===== src/rtl/wb_intercon_if.sv =====
// Bus bundle between the d16 master, the wb_intercon interconnect and its slaves.
// Signal prefixes (i_/o_) are named from the interconnect's point of view.
interface wb_intercon_if #(
   parameter int NSLAVES = 2,
   parameter int AW      = 16,
   parameter int DW      = 16
);
   logic [AW-1:0]         i_m_addr;
   logic [DW-1:0]         i_m_dat;
   logic                  i_m_we;
   logic                  i_m_cyc;
   logic [DW-1:0]         o_m_dat;
   logic                  o_m_ack;
   logic                  o_m_err;
   logic [NSLAVES-1:0]    o_s_cyc;
   logic [AW-1:0]         o_s_addr;
   logic [DW-1:0]         o_s_dat;
   logic                  o_s_we;
   logic [NSLAVES*DW-1:0] i_s_dat;
   logic [NSLAVES-1:0]    i_s_ack;

   // Interconnect view: it is the slave of the master and drives the slave ports.
   modport slave (
      input  i_m_addr, i_m_dat, i_m_we, i_m_cyc, i_s_dat, i_s_ack,
      output o_m_dat, o_m_ack, o_m_err, o_s_cyc, o_s_addr, o_s_dat, o_s_we
   );

   modport master (
      output i_m_addr, i_m_dat, i_m_we, i_m_cyc, i_s_dat, i_s_ack,
      input  o_m_dat, o_m_ack, o_m_err, o_s_cyc, o_s_addr, o_s_dat, o_s_we
   );
endinterface


===== src/rtl/wb_intercon.sv =====
// Single-master / N-slave interconnect: registered address decode, per-slave
// ack or auto-ack, bus-timeout watchdog and error reporting with fault capture.
module wb_intercon #(
   parameter int                      NSLAVES    = 2,
   parameter int                      AW         = 16,
   parameter int                      DW         = 16,
   parameter logic [NSLAVES*AW-1:0]   SLAVE_BASE = {16'hFF00, 16'h0000},
   parameter logic [NSLAVES*AW-1:0]   SLAVE_MASK = {16'hFFFE, 16'h8000},
   parameter logic [NSLAVES-1:0]      AUTO_ACK   = 2'b11,
   parameter int                      TIMEOUT    = 15,
   parameter int                      CW         = 8
) (
   input  logic                i_clk,
   input  logic                i_reset,
   wb_intercon_if.slave        bus,
   output logic [AW-1:0]       o_fault_addr,
   output logic [CW-1:0]       o_err_count
);
   localparam int WCW = (TIMEOUT > 0) ? $clog2(TIMEOUT + 1) : 1;

   typedef enum logic [1:0] {
      ST_IDLE   = 2'd0,
      ST_ACTIVE = 2'd1,
      ST_DONE   = 2'd2
   } state_t;

   state_t             r_state,      w_state;
   logic [WCW-1:0]     r_wcnt,       w_wcnt;
   logic [NSLAVES-1:0] r_s_cyc,      w_s_cyc;
   logic [AW-1:0]      r_s_addr,     w_s_addr;
   logic [DW-1:0]      r_s_dat,      w_s_dat;
   logic               r_s_we,       w_s_we;
   logic [DW-1:0]      r_m_dat,      w_m_dat;
   logic               r_m_ack,      w_m_ack;
   logic               r_m_err,      w_m_err;
   logic [AW-1:0]      r_fault_addr, w_fault_addr;
   logic [CW-1:0]      r_err_count,  w_err_count;

   logic [NSLAVES-1:0] w_dec_oh;
   logic               w_hit;
   logic [DW-1:0]      w_rdat;
   logic               w_ack;
   logic               w_timeout;
   logic [CW-1:0]      w_err_inc;

   // Address decode; a slave only claims the address if no lower index already did.
   always_comb begin
      w_hit    = 1'b0;
      w_dec_oh = '0;
      for (int i = 0; i < NSLAVES; i++) begin
         w_dec_oh[i] = ~w_hit &
                       ((bus.i_m_addr & SLAVE_MASK[i*AW +: AW]) == SLAVE_BASE[i*AW +: AW]);
         w_hit       = w_hit | w_dec_oh[i];
      end
   end

   // The latched one-hot select steers read data and ack; other slaves' acks fall out.
   always_comb begin
      w_rdat = '0;
      w_ack  = 1'b0;
      for (int i = 0; i < NSLAVES; i++) begin
         w_rdat = w_rdat | ({DW{r_s_cyc[i]}} & bus.i_s_dat[i*DW +: DW]);
         w_ack  = w_ack  | (r_s_cyc[i] & (AUTO_ACK[i] | bus.i_s_ack[i]));
      end
   end

   assign w_timeout = (TIMEOUT != 0) && (r_wcnt == WCW'(TIMEOUT));
   assign w_err_inc = (&r_err_count) ? r_err_count : r_err_count + CW'(1);

   always_comb begin
      w_state      = r_state;
      w_wcnt       = r_wcnt;
      w_s_cyc      = r_s_cyc;
      w_s_addr     = r_s_addr;
      w_s_dat      = r_s_dat;
      w_s_we       = r_s_we;
      w_m_dat      = r_m_dat;
      w_m_ack      = 1'b0;
      w_m_err      = 1'b0;
      w_fault_addr = r_fault_addr;
      w_err_count  = r_err_count;
      case (r_state)
         ST_IDLE: begin
            if (bus.i_m_cyc && w_hit) begin
               w_s_addr = bus.i_m_addr;
               w_s_dat  = bus.i_m_dat;
               w_s_we   = bus.i_m_we;
               w_s_cyc  = w_dec_oh;
               w_wcnt   = '0;
               w_state  = ST_ACTIVE;
            end else if (bus.i_m_cyc) begin
               w_m_err      = 1'b1;
               w_fault_addr = bus.i_m_addr;
               w_err_count  = w_err_inc;
               w_state      = ST_DONE;
            end else begin
               w_state = ST_IDLE;
            end
         end
         ST_ACTIVE: begin
            // A master abort wins over a same-cycle ack or timeout.
            if (!bus.i_m_cyc) begin
               w_s_cyc = '0;
               w_state = ST_IDLE;
            end else if (w_ack) begin
               w_m_dat = w_rdat;
               w_m_ack = 1'b1;
               w_s_cyc = '0;
               w_state = ST_DONE;
            end else if (w_timeout) begin
               w_m_err      = 1'b1;
               w_fault_addr = r_s_addr;
               w_err_count  = w_err_inc;
               w_s_cyc      = '0;
               w_state      = ST_DONE;
            end else begin
               w_wcnt = r_wcnt + WCW'(1);
            end
         end
         ST_DONE: begin
            if (!bus.i_m_cyc) begin
               w_state = ST_IDLE;
            end else begin
               w_state = ST_DONE;
            end
         end
         default: begin
            w_state = ST_IDLE;
            w_s_cyc = '0;
         end
      endcase
   end

   always_ff @(posedge i_clk) begin
      if (i_reset) begin
         r_state      <= ST_IDLE;
         r_wcnt       <= '0;
         r_s_cyc      <= '0;
         r_s_addr     <= '0;
         r_s_dat      <= '0;
         r_s_we       <= 1'b0;
         r_m_dat      <= '0;
         r_m_ack      <= 1'b0;
         r_m_err      <= 1'b0;
         r_fault_addr <= '0;
         r_err_count  <= '0;
      end else begin
         r_state      <= w_state;
         r_wcnt       <= w_wcnt;
         r_s_cyc      <= w_s_cyc;
         r_s_addr     <= w_s_addr;
         r_s_dat      <= w_s_dat;
         r_s_we       <= w_s_we;
         r_m_dat      <= w_m_dat;
         r_m_ack      <= w_m_ack;
         r_m_err      <= w_m_err;
         r_fault_addr <= w_fault_addr;
         r_err_count  <= w_err_count;
      end
   end

   assign bus.o_m_dat  = r_m_dat;
   assign bus.o_m_ack  = r_m_ack;
   assign bus.o_m_err  = r_m_err;
   assign bus.o_s_cyc  = r_s_cyc;
   assign bus.o_s_addr = r_s_addr;
   assign bus.o_s_dat  = r_s_dat;
   assign bus.o_s_we   = r_s_we;
   assign o_fault_addr = r_fault_addr;
   assign o_err_count  = r_err_count;
endmodule

===== src/flat_wrapper.sv =====
// flat-port wrapper written by rule: the top's interface ports become plain ports
module wb_intercon_flat 
#(
   parameter int                      NSLAVES    = 2,
   parameter int                      AW         = 16,
   parameter int                      DW         = 16,
   parameter logic [NSLAVES*AW-1:0]   SLAVE_BASE = {16'hFF00, 16'h0000},
   parameter logic [NSLAVES*AW-1:0]   SLAVE_MASK = {16'hFFFE, 16'h8000},
   parameter logic [NSLAVES-1:0]      AUTO_ACK   = 2'b11,
   parameter int                      TIMEOUT    = 15,
   parameter int                      CW         = 8
)
  (i_clk, i_reset, o_fault_addr, o_err_count, bus_i_m_addr, bus_i_m_dat, bus_i_m_we, bus_i_m_cyc, bus_i_s_dat, bus_i_s_ack, bus_o_m_dat, bus_o_m_ack, bus_o_m_err, bus_o_s_cyc, bus_o_s_addr, bus_o_s_dat, bus_o_s_we);
  wb_intercon_if #(.NSLAVES(NSLAVES), .AW(AW), .DW(DW)) bus_i ();
  input  logic i_clk;
  input  logic i_reset;
  output logic [AW-1:0] o_fault_addr;
  output logic [CW-1:0] o_err_count;
  input wire logic [$bits(bus_i.i_m_addr)-1:0] bus_i_m_addr;
  input wire logic [$bits(bus_i.i_m_dat)-1:0] bus_i_m_dat;
  input wire logic [$bits(bus_i.i_m_we)-1:0] bus_i_m_we;
  input wire logic [$bits(bus_i.i_m_cyc)-1:0] bus_i_m_cyc;
  input wire logic [$bits(bus_i.i_s_dat)-1:0] bus_i_s_dat;
  input wire logic [$bits(bus_i.i_s_ack)-1:0] bus_i_s_ack;
  output wire logic [$bits(bus_i.o_m_dat)-1:0] bus_o_m_dat;
  output wire logic [$bits(bus_i.o_m_ack)-1:0] bus_o_m_ack;
  output wire logic [$bits(bus_i.o_m_err)-1:0] bus_o_m_err;
  output wire logic [$bits(bus_i.o_s_cyc)-1:0] bus_o_s_cyc;
  output wire logic [$bits(bus_i.o_s_addr)-1:0] bus_o_s_addr;
  output wire logic [$bits(bus_i.o_s_dat)-1:0] bus_o_s_dat;
  output wire logic [$bits(bus_i.o_s_we)-1:0] bus_o_s_we;
  assign bus_i.i_m_addr = bus_i_m_addr;
  assign bus_i.i_m_dat = bus_i_m_dat;
  assign bus_i.i_m_we = bus_i_m_we;
  assign bus_i.i_m_cyc = bus_i_m_cyc;
  assign bus_i.i_s_dat = bus_i_s_dat;
  assign bus_i.i_s_ack = bus_i_s_ack;
  assign bus_o_m_dat = bus_i.o_m_dat;
  assign bus_o_m_ack = bus_i.o_m_ack;
  assign bus_o_m_err = bus_i.o_m_err;
  assign bus_o_s_cyc = bus_i.o_s_cyc;
  assign bus_o_s_addr = bus_i.o_s_addr;
  assign bus_o_s_dat = bus_i.o_s_dat;
  assign bus_o_s_we = bus_i.o_s_we;
  wb_intercon #(.NSLAVES(NSLAVES), .AW(AW), .DW(DW), .SLAVE_BASE(SLAVE_BASE), .SLAVE_MASK(SLAVE_MASK), .AUTO_ACK(AUTO_ACK), .TIMEOUT(TIMEOUT), .CW(CW)) u_core (.i_clk(i_clk), .i_reset(i_reset), .bus(bus_i), .o_fault_addr(o_fault_addr), .o_err_count(o_err_count));
endmodule

===== config.mk =====
export PLATFORM = sky130hd
export DESIGN_NAME = wb_intercon_flat
export DESIGN_NICKNAME = d
export VERILOG_FILES = /design/src/rtl/wb_intercon_if.sv /design/src/rtl/wb_intercon.sv /design/src/flat_wrapper.sv
export SDC_FILE = /design/constraint.sdc
export NUM_CORES = 1
export LEC_CHECK = 0
export BUFFER_PORTS_ARGS = -buffer_cell sky130_fd_sc_hd__buf_2
export CORE_MARGIN = 4
export CORE_UTILIZATION = 45
export CTS_BUF_LIST = sky130_fd_sc_hd__clkbuf_8
export CTS_CLUSTER_DIAMETER = 40
export DETAILED_ROUTE_END_ITERATION = 10
export PLACE_DENSITY = 0.75
export SYNTH_ARGS = -nofsm -noshare
export SYNTH_HDL_FRONTEND = slang
export SYNTH_SLANG_ARGS = --single-unit

===== constraint.sdc =====
create_clock -name i_clk -period 3.1 [get_ports i_clk]
set_input_delay 0.31 -clock i_clk [delete_from_list [all_inputs] [get_ports i_clk]]
set_output_delay 0.31 -clock i_clk [all_outputs]
set_load 0.02 [all_outputs]

==> results of run 1 <==
-- per-stage QoR --
step                      setup WS (ns)  hold slack, ns  total power (uW)  instance area, um2  utilization [%]
after floorplan                   0.783           0.446              1400                3620                -
after CTS                         0.683           0.173              2370                4620             59.4
after global routing              0.475           0.174              2470                4620             59.4
final                             0.693           0.190              2350                4620             59.4
after detailed placement          0.352           0.444              1540                4400             56.7
after global placement            0.393           0.439              1520                4400             56.7
-- where the power goes --
part           internal [uW]  switching (uW)  total, uW  leakage, uW
clock                    468             371        840     0.000108
combinational            139             222        361      0.00116
sequential              1110            33.3       1150     0.000676
-- critical path: stages, from the launching register on --
cell and delay, ns:
dfxtp_1 0.41, ha_1 0.22, nand3_1 0.14, o31ai_1 0.46, o211a_1 0.40, buf_4 0.41, nor2_1 0.09, a211oi_2 0.19
-- area by class of cell --
class                      count  area, um2  share of cell area (%)
sequential                    83       1660                    36.0
inverter                       4       15.0                   0.325
timing repair buffer         151        798                    17.3
multi-input combinational    297       1800                    39.0
clock inverter                 5       77.6                    1.68
tap                          102        128                    2.76
clock buffer                  10        138                    2.98
-- final timing paths --
check	from	to	slack (ns)	cells past startpoint
max reg2reg	u_core.r_wcnt[1]	u_core.o_fault_addr[5]	0.69	7
max	u_core.r_wcnt[1]	u_core.o_fault_addr[5]	0.69	7
min reg2reg	u_core.bus.o_s_dat[0]	u_core.bus.o_s_dat[0]	0.45	2
min	bus_i_m_dat[7]	u_core.bus.o_s_dat[7]	0.19	3
-- cells in the mapped netlist, drive strengths merged (2+ instances only) --
cell type	instances	area share, %
a211oi	32	8.8
a21o	2	0.41
a21oi	43	6.0
a22oi	17	3.5
a311oi	3	0.90
and2	4	0.69
and4	2	0.48
buf	11	1.9
clkbuf	21	2.2
dfxtp	83	46
ha	6	2.1
inv	4	0.41
mux2	2	0.62
mux2i	17	4.7
nand2	75	7.8
nand3	7	0.97
nand4	2	0.35
nor2	48	5.0
nor2b	4	0.69
nor3	8	1.1
nor4	2	0.35
o21ai	4	0.55
o31ai	2	0.41
o41ai	3	0.73
or4	4	0.83
-- metal layers --
layer  GRT usage [%]  up-vias
li1                -     1735
met1            22.5     1566
met2            33.8      102
met3            5.89       12
met4            8.63        0
met5               0        -
-- logic make-up (layout without fill, tap and decap cells) --
group                      after synthesis  in the layout
and+or+nand+nor                        161            161
AOI/OAI and AO/OA                      111            111
DFF                                     83             83
buffers and inverters                   36            170
muxes                                   19             19
adders and majority gates                6              6
-- registers in the layout (all words and copies together) (netlist names) --
register and cells:
u_core.bus.o_m_ack 1, u_core.bus.o_m_dat 16, u_core.bus.o_m_err 1, u_core.bus.o_s_addr 16, u_core.bus.o_s_cyc 2, u_core.bus.o_s_dat 16, u_core.bus.o_s_we 1, u_core.o_err_count 8
u_core.o_fault_addr 16, u_core.r_state 2, u_core.r_wcnt 4
==> impl_metrics.xml, run 1 <==
<?xml version="1.0" encoding="UTF-8"?>
<metrics>
  <group name="run_status">
    <metric name="result_of_the_run" unit="">finished clean</metric>
  </group>
  <group name="timing">
    <metric name="max_slew_headroom" unit="%">32.6</metric>
    <metric name="finalSetupTns" unit="ns">0</metric>
    <metric name="maxSlewViolCount" unit="">0</metric>
    <metric name="fin_crit_sh" unit="%">77.6</metric>
    <metric name="achievable-frequency" unit="MHz">416</metric>
    <metric name="timing.final.setup_violations" unit="">0</metric>
    <metric name="tightestPinTransition" unit="ns">1.01</metric>
    <metric name="clock_skew" unit="ns">0.00962</metric>
    <metric name="timing.final.crit_period" unit="ns">2.41</metric>
    <metric name="timing.final.hold_violations" unit="">0</metric>
    <metric name="grt_setup_unrepaired" unit="">no</metric>
  </group>
  <group name="logic_synthesis">
    <metric name="synthMuxAreaShare" unit="%">5.32</metric>
    <metric name="synth-main-ff-cell" unit="">dfxtp_1</metric>
    <metric name="synth_xor_xnor_area_share" unit="%">0</metric>
    <metric name="synthAdderAreaFrac" unit="%">2.07</metric>
    <metric name="syn_avg_cell_area" unit="um2">8.70</metric>
    <metric name="postSynthRegisterBits" unit="">83</metric>
    <metric name="netlist-cell-type-count" unit="">41</metric>
    <metric name="syn_inst" unit="">416</metric>
    <metric name="synth_simple_gate_area_share" unit="%">19.2</metric>
    <metric name="synth_seq_area_share" unit="%">45.9</metric>
    <metric name="warnings_synthesis" unit="">0</metric>
    <metric name="synth_compound_gate_area_share" unit="%">23.0</metric>
    <metric name="main_combinational_cell_family_by_area_after_synthesis" unit="">compound AO/OA/AOI/OAI gates</metric>
    <metric name="synth_edf_count" unit="">0</metric>
    <metric name="syn_nets" unit="">492</metric>
    <metric name="synth.cell_area" unit="mm2">0.00362</metric>
    <metric name="ys_async_sr_fraction" unit="%">0</metric>
  </group>
  <group name="global_route">
    <metric name="grt_max_degree" unit="">55</metric>
    <metric name="initial_antenna_violation_count" unit="">0</metric>
    <metric name="vias_in_the_first_global_route" unit="">3400</metric>
    <metric name="first_pass_grt_wire_length" unit="um">15700</metric>
    <metric name="track_usage" unit="%">19.6</metric>
    <metric name="grt_overflow" unit="">0</metric>
  </group>
  <group name="die">
    <metric name="die_area" unit="mm2">0.00955</metric>
    <metric name="num_io_pins" unit="">147</metric>
    <metric name="initial_cell_density_of_the_core" unit="%">46.6</metric>
    <metric name="die-height" unit="um">97.7</metric>
    <metric name="core.rowCount" unit="">32</metric>
    <metric name="die_w" unit="um">97.7</metric>
    <metric name="core_area" unit="mm2">0.00777</metric>
  </group>
  <group name="finish">
    <metric name="layout.cells.most_common" unit="">buf_2</metric>
    <metric name="areaGrowthSynthToFinish" unit="%">27.5</metric>
    <metric name="nets" unit="">622</metric>
    <metric name="share_of_post_route_cells_with_drive_strength_above_1" unit="%">33.8</metric>
    <metric name="post_layout_instance_count_excluding_filler_cells" unit="">652</metric>
    <metric name="leading_cell_types_in_the_layout_fill_and_taps_excluded" unit="">buf_2 (144), dfxtp_1 (83), nand2_1 (75), nor2_1 (47), a21oi_1 (42)</metric>
    <metric name="num-fill-cells" unit="">713</metric>
    <metric name="antenna_cells" unit="">0</metric>
  </group>
  <group name="detailed_routing">
    <metric name="detailroute.wirelength.met2" unit="um">4540</metric>
    <metric name="via_per_inst" unit="">5.24</metric>
    <metric name="detail-route-antenna-nets" unit="">0</metric>
    <metric name="totalWireLength" unit="um">9100</metric>
    <metric name="number_of_design_rule_violations_left_by_the_first_detailed_router_iteration" unit="">106</metric>
    <metric name="wl_met3" unit="um">633</metric>
    <metric name="detail_route.wirelength.met1" unit="um">3800</metric>
    <metric name="vias" unit="">3415</metric>
    <metric name="detail_route.drc_violations" unit="">0</metric>
    <metric name="drt_pre_antenna_iters" unit="">4</metric>
    <metric name="route.top_layer_used" unit="">met4</metric>
    <metric name="drt-wirelength-per-cell" unit="um">14.0</metric>
  </group>
  <group name="setup_path">
    <metric name="critPathCaptureType" unit="">flop</metric>
    <metric name="critPathRequiredTime" unit="ns">3.37</metric>
    <metric name="startpoint_type" unit="">flop</metric>
    <metric name="crit_arrival" unit="ns">2.68</metric>
    <metric name="worstPathMaxFanout" unit="">30</metric>
    <metric name="timing.setup.critical_path_class" unit="">reg2reg</metric>
  </group>
  <group name="pwr">
    <metric name="cellPowerDensity" unit="mW/mm2">509</metric>
    <metric name="max-vdd-ir-drop" unit="uV">225</metric>
    <metric name="p_leak" unit="uW">0.00194</metric>
  </group>
  <group name="clocking">
    <metric name="cts-root-buf" unit="">clkbuf_8</metric>
    <metric name="cts_tree" unit="">yes</metric>
    <metric name="cts.sinks" unit="">83</metric>
    <metric name="cts-htree-levels" unit="">3</metric>
    <metric name="post-cts-setup-buffer-count" unit="">0</metric>
    <metric name="postCtsResizedCells" unit="">0</metric>
    <metric name="clockBufferDepth" unit="">2</metric>
    <metric name="clock_insertion_delay_at_the_later_pin_of_the_skew_report" unit="ns">0.35</metric>
    <metric name="cts_hold_buffers" unit="">0</metric>
    <metric name="cts-buffers-inserted" unit="">9</metric>
    <metric name="worst_setup_hold_path_clk_slew" unit="ns">0.08</metric>
  </group>
  <group name="placed_design">
    <metric name="detailed_place_hpwl" unit="um">6640</metric>
    <metric name="port_buffers" unit="">144</metric>
    <metric name="globalplace.congestion" unit="">0.802</metric>
    <metric name="dp.cells" unit="">637</metric>
  </group>
  <group name="job">
    <metric name="number_of_max_capacitance_violations_reported" unit="">0</metric>
  </group>
  <group name="hold_path">
    <metric name="path_type_of_the_worst_min_delay_path" unit="">in2reg</metric>
  </group>
</metrics>
No activity file was read; power rests on OpenSTA's default activity.
==> inputs of run 2 (changes only) <==
Clock period 3.1 ns to 2.25 ns, I/O delays scaled along.
==> run 2 against run 1 <==
Effect of this change:
- clock-buffer cell count grew 1
- final cell count grew 2.6%
- total power grew 36%
- flip-flop and latch count is the same
- critical endpoint is now u_core.o_err_count[4]
==> impl_metrics.xml, run 2 (synthesized netlist as in run 1, its figures left out) <==
<?xml version="1.0" encoding="UTF-8"?>
<metrics>
  <group name="timing">
    <metric name="clock_skew" unit="ns">0.0111</metric>
    <metric name="tightestPinTransition" unit="ns">0.649</metric>
    <metric name="grt_setup_unrepaired" unit="">no</metric>
    <metric name="timing.final.crit_period" unit="ns">2.13</metric>
    <metric name="maxSlewViolCount" unit="">0</metric>
    <metric name="timing.final.setup_violations" unit="">0</metric>
    <metric name="timing.final.hold_violations" unit="">0</metric>
    <metric name="achievable-frequency" unit="MHz">470</metric>
    <metric name="fin_crit_sh" unit="%">94.6</metric>
    <metric name="max_slew_headroom" unit="%">56.7</metric>
  </group>
  <group name="die">
    <metric name="die_w" unit="um">97.7</metric>
    <metric name="core.rowCount" unit="">32</metric>
    <metric name="initial_cell_density_of_the_core" unit="%">46.6</metric>
    <metric name="die-height" unit="um">97.7</metric>
    <metric name="die_area" unit="mm2">0.00955</metric>
    <metric name="core_area" unit="mm2">0.00777</metric>
    <metric name="num_io_pins" unit="">147</metric>
  </group>
  <group name="global_route">
    <metric name="grt_overflow" unit="">0</metric>
    <metric name="vias_in_the_first_global_route" unit="">3552</metric>
    <metric name="initial_antenna_violation_count" unit="">0</metric>
    <metric name="grt-busiest-layer" unit="">met2</metric>
    <metric name="met2_usage" unit="%">35.3</metric>
    <metric name="global_route.usage.met1" unit="%">22.9</metric>
    <metric name="first_pass_grt_wire_length" unit="um">16000</metric>
    <metric name="track_usage" unit="%">19.8</metric>
    <metric name="grt_max_degree" unit="">34</metric>
    <metric name="globalRouteMet3Util" unit="%">6.10</metric>
  </group>
  <group name="run_status">
    <metric name="result_of_the_run" unit="">finished clean</metric>
  </group>
  <group name="setup_path">
    <metric name="critPathRequiredTime" unit="ns">2.52</metric>
    <metric name="startpoint_type" unit="">flop</metric>
    <metric name="crit_arrival" unit="ns">2.40</metric>
    <metric name="timing.setup.critical_path_class" unit="">reg2reg</metric>
    <metric name="critPathCaptureType" unit="">flop</metric>
    <metric name="worstPathMaxFanout" unit="">6</metric>
  </group>
  <group name="job">
    <metric name="number_of_max_capacitance_violations_reported" unit="">0</metric>
  </group>
  <group name="finish">
    <metric name="nets" unit="">639</metric>
    <metric name="share_of_post_route_cells_with_drive_strength_above_1" unit="%">36.0</metric>
    <metric name="seq_area" unit="mm2">0.00166</metric>
    <metric name="num-fill-cells" unit="">711</metric>
    <metric name="antenna_cells" unit="">0</metric>
    <metric name="leading_cell_types_in_the_layout_fill_and_taps_excluded" unit="">buf_2 (144), dfxtp_1 (83), nand2_1 (75), nor2_1 (47), a21oi_1 (42)</metric>
    <metric name="layout.cells.most_common" unit="">buf_2</metric>
    <metric name="multi_input_area" unit="mm2">0.00180</metric>
    <metric name="post_layout_instance_count_excluding_filler_cells" unit="">669</metric>
    <metric name="areaGrowthSynthToFinish" unit="%">31.2</metric>
  </group>
  <group name="detailed_routing">
    <metric name="detail-route-antenna-nets" unit="">0</metric>
    <metric name="totalWireLength" unit="um">9400</metric>
    <metric name="via_per_inst" unit="">5.27</metric>
    <metric name="drt_pre_antenna_iters" unit="">4</metric>
    <metric name="vias" unit="">3525</metric>
    <metric name="detail_route.drc_violations" unit="">0</metric>
    <metric name="drt-wirelength-per-cell" unit="um">14.1</metric>
    <metric name="number_of_design_rule_violations_left_by_the_first_detailed_router_iteration" unit="">158</metric>
  </group>
  <group name="hold_path">
    <metric name="path_type_of_the_worst_min_delay_path" unit="">in2reg</metric>
  </group>
  <group name="clocking">
    <metric name="cts.sinks" unit="">83</metric>
    <metric name="worst_setup_hold_path_clk_slew" unit="ns">0.08</metric>
    <metric name="clock_insertion_delay_at_the_later_pin_of_the_skew_report" unit="ns">0.35</metric>
    <metric name="cts_tree" unit="">yes</metric>
    <metric name="clockBufferDepth" unit="">2</metric>
    <metric name="cts-buffers-inserted" unit="">9</metric>
    <metric name="cts-root-buf" unit="">clkbuf_8</metric>
    <metric name="cts-htree-levels" unit="">3</metric>
  </group>
  <group name="placed_design">
    <metric name="globalplace.congestion" unit="">0.836</metric>
    <metric name="port_buffers" unit="">144</metric>
    <metric name="detailed_place_hpwl" unit="um">7050</metric>
    <metric name="dp.cells" unit="">654</metric>
  </group>
  <group name="pwr">
    <metric name="cellPowerDensity" unit="mW/mm2">671</metric>
    <metric name="p_leak" unit="uW">0.00202</metric>
    <metric name="total_design_power" unit="uW">3190</metric>
    <metric name="max-vdd-ir-drop" unit="uV">314</metric>
  </group>
</metrics>
==> run 2: cell count changes in the layout (fill, tap and decap cells not counted), sizes merged <==
cell	previous run	this run
clkinv	2	1
clkbuf	10	11
buf	151	168
bufinv	2	1
clkinvlp	1	2
==> run 2: timing repair <==
item / in CTS / in global routing
hold buffers: 0 / 0
setup endpoints to repair: 0 / 11
gates resized for setup: 0 / 2
buffers inserted: 0 / 0
==> run 2: layer usage <==
metal,part of all wire [%],vias to the layer above,wire length (um)
met5,0,-,0
met4,1.4,0,128
li1,-,1759,-
met2,50,103,4730
met3,6.6,14,621
met1,42,1649,3930
==> run 2: cell type report <==
type                       instances  share of cell area [%]
sequential                        83                    35.0
inverter                           4                   0.316
clock inverter                     4                    1.05
multi-input combinational        297                    38.0
tap                              102                    2.69
timing repair buffer             168                    19.8
clock buffer                      11                    3.19
==> run 2: critical path: stages, from the launching register on <==
cell and delay (ns):
dfxtp_1 0.39, inv_1 0.08, ha_1 0.26, nor2b_1 0.16
nor3_1 0.14, buf_4 0.15, o211ai_4 0.08, buf_4 0.16
or4_1 0.49, a21oi_1 0.16
==> run 2: power breakdown <==
group          switching (uW)  internal, uW
clock network             509           565
registers                41.3          1530
logic                     319           218
==> run 2: worst paths after layout <==
| kind | slack, ns | to | depth (start not counted) | start |
|---|---|---|---|---|
| setup / recovery | 0.12 | u_core.o_err_count[4] | 9 | u_core.r_state[0] |
| setup reg to reg | 0.12 | u_core.o_err_count[4] | 9 | u_core.r_state[0] |
| hold / removal | 0.11 | u_core.bus.o_s_dat[1] | 3 | bus_i_m_dat[1] |
| hold reg to reg | 0.46 | u_core.bus.o_s_dat[1] | 2 | u_core.bus.o_s_dat[1] |
==> run 2: through the flow <==
step	utilization, %	area, um2	setup slack, ns	TNS [ns]	hold slack, ns
after floorplan	-	3620	0.0181	0	0.361
final	61.2	4750	0.122	0	0.110
after global placement	58.5	4540	-0.119	-2.55	0.439
after CTS	61.1	4740	0.0870	0	0.0916
after global routing	61.2	4750	0.000281	0	0.0975
after detailed placement	58.5	4540	-0.169	-5.64	0.446
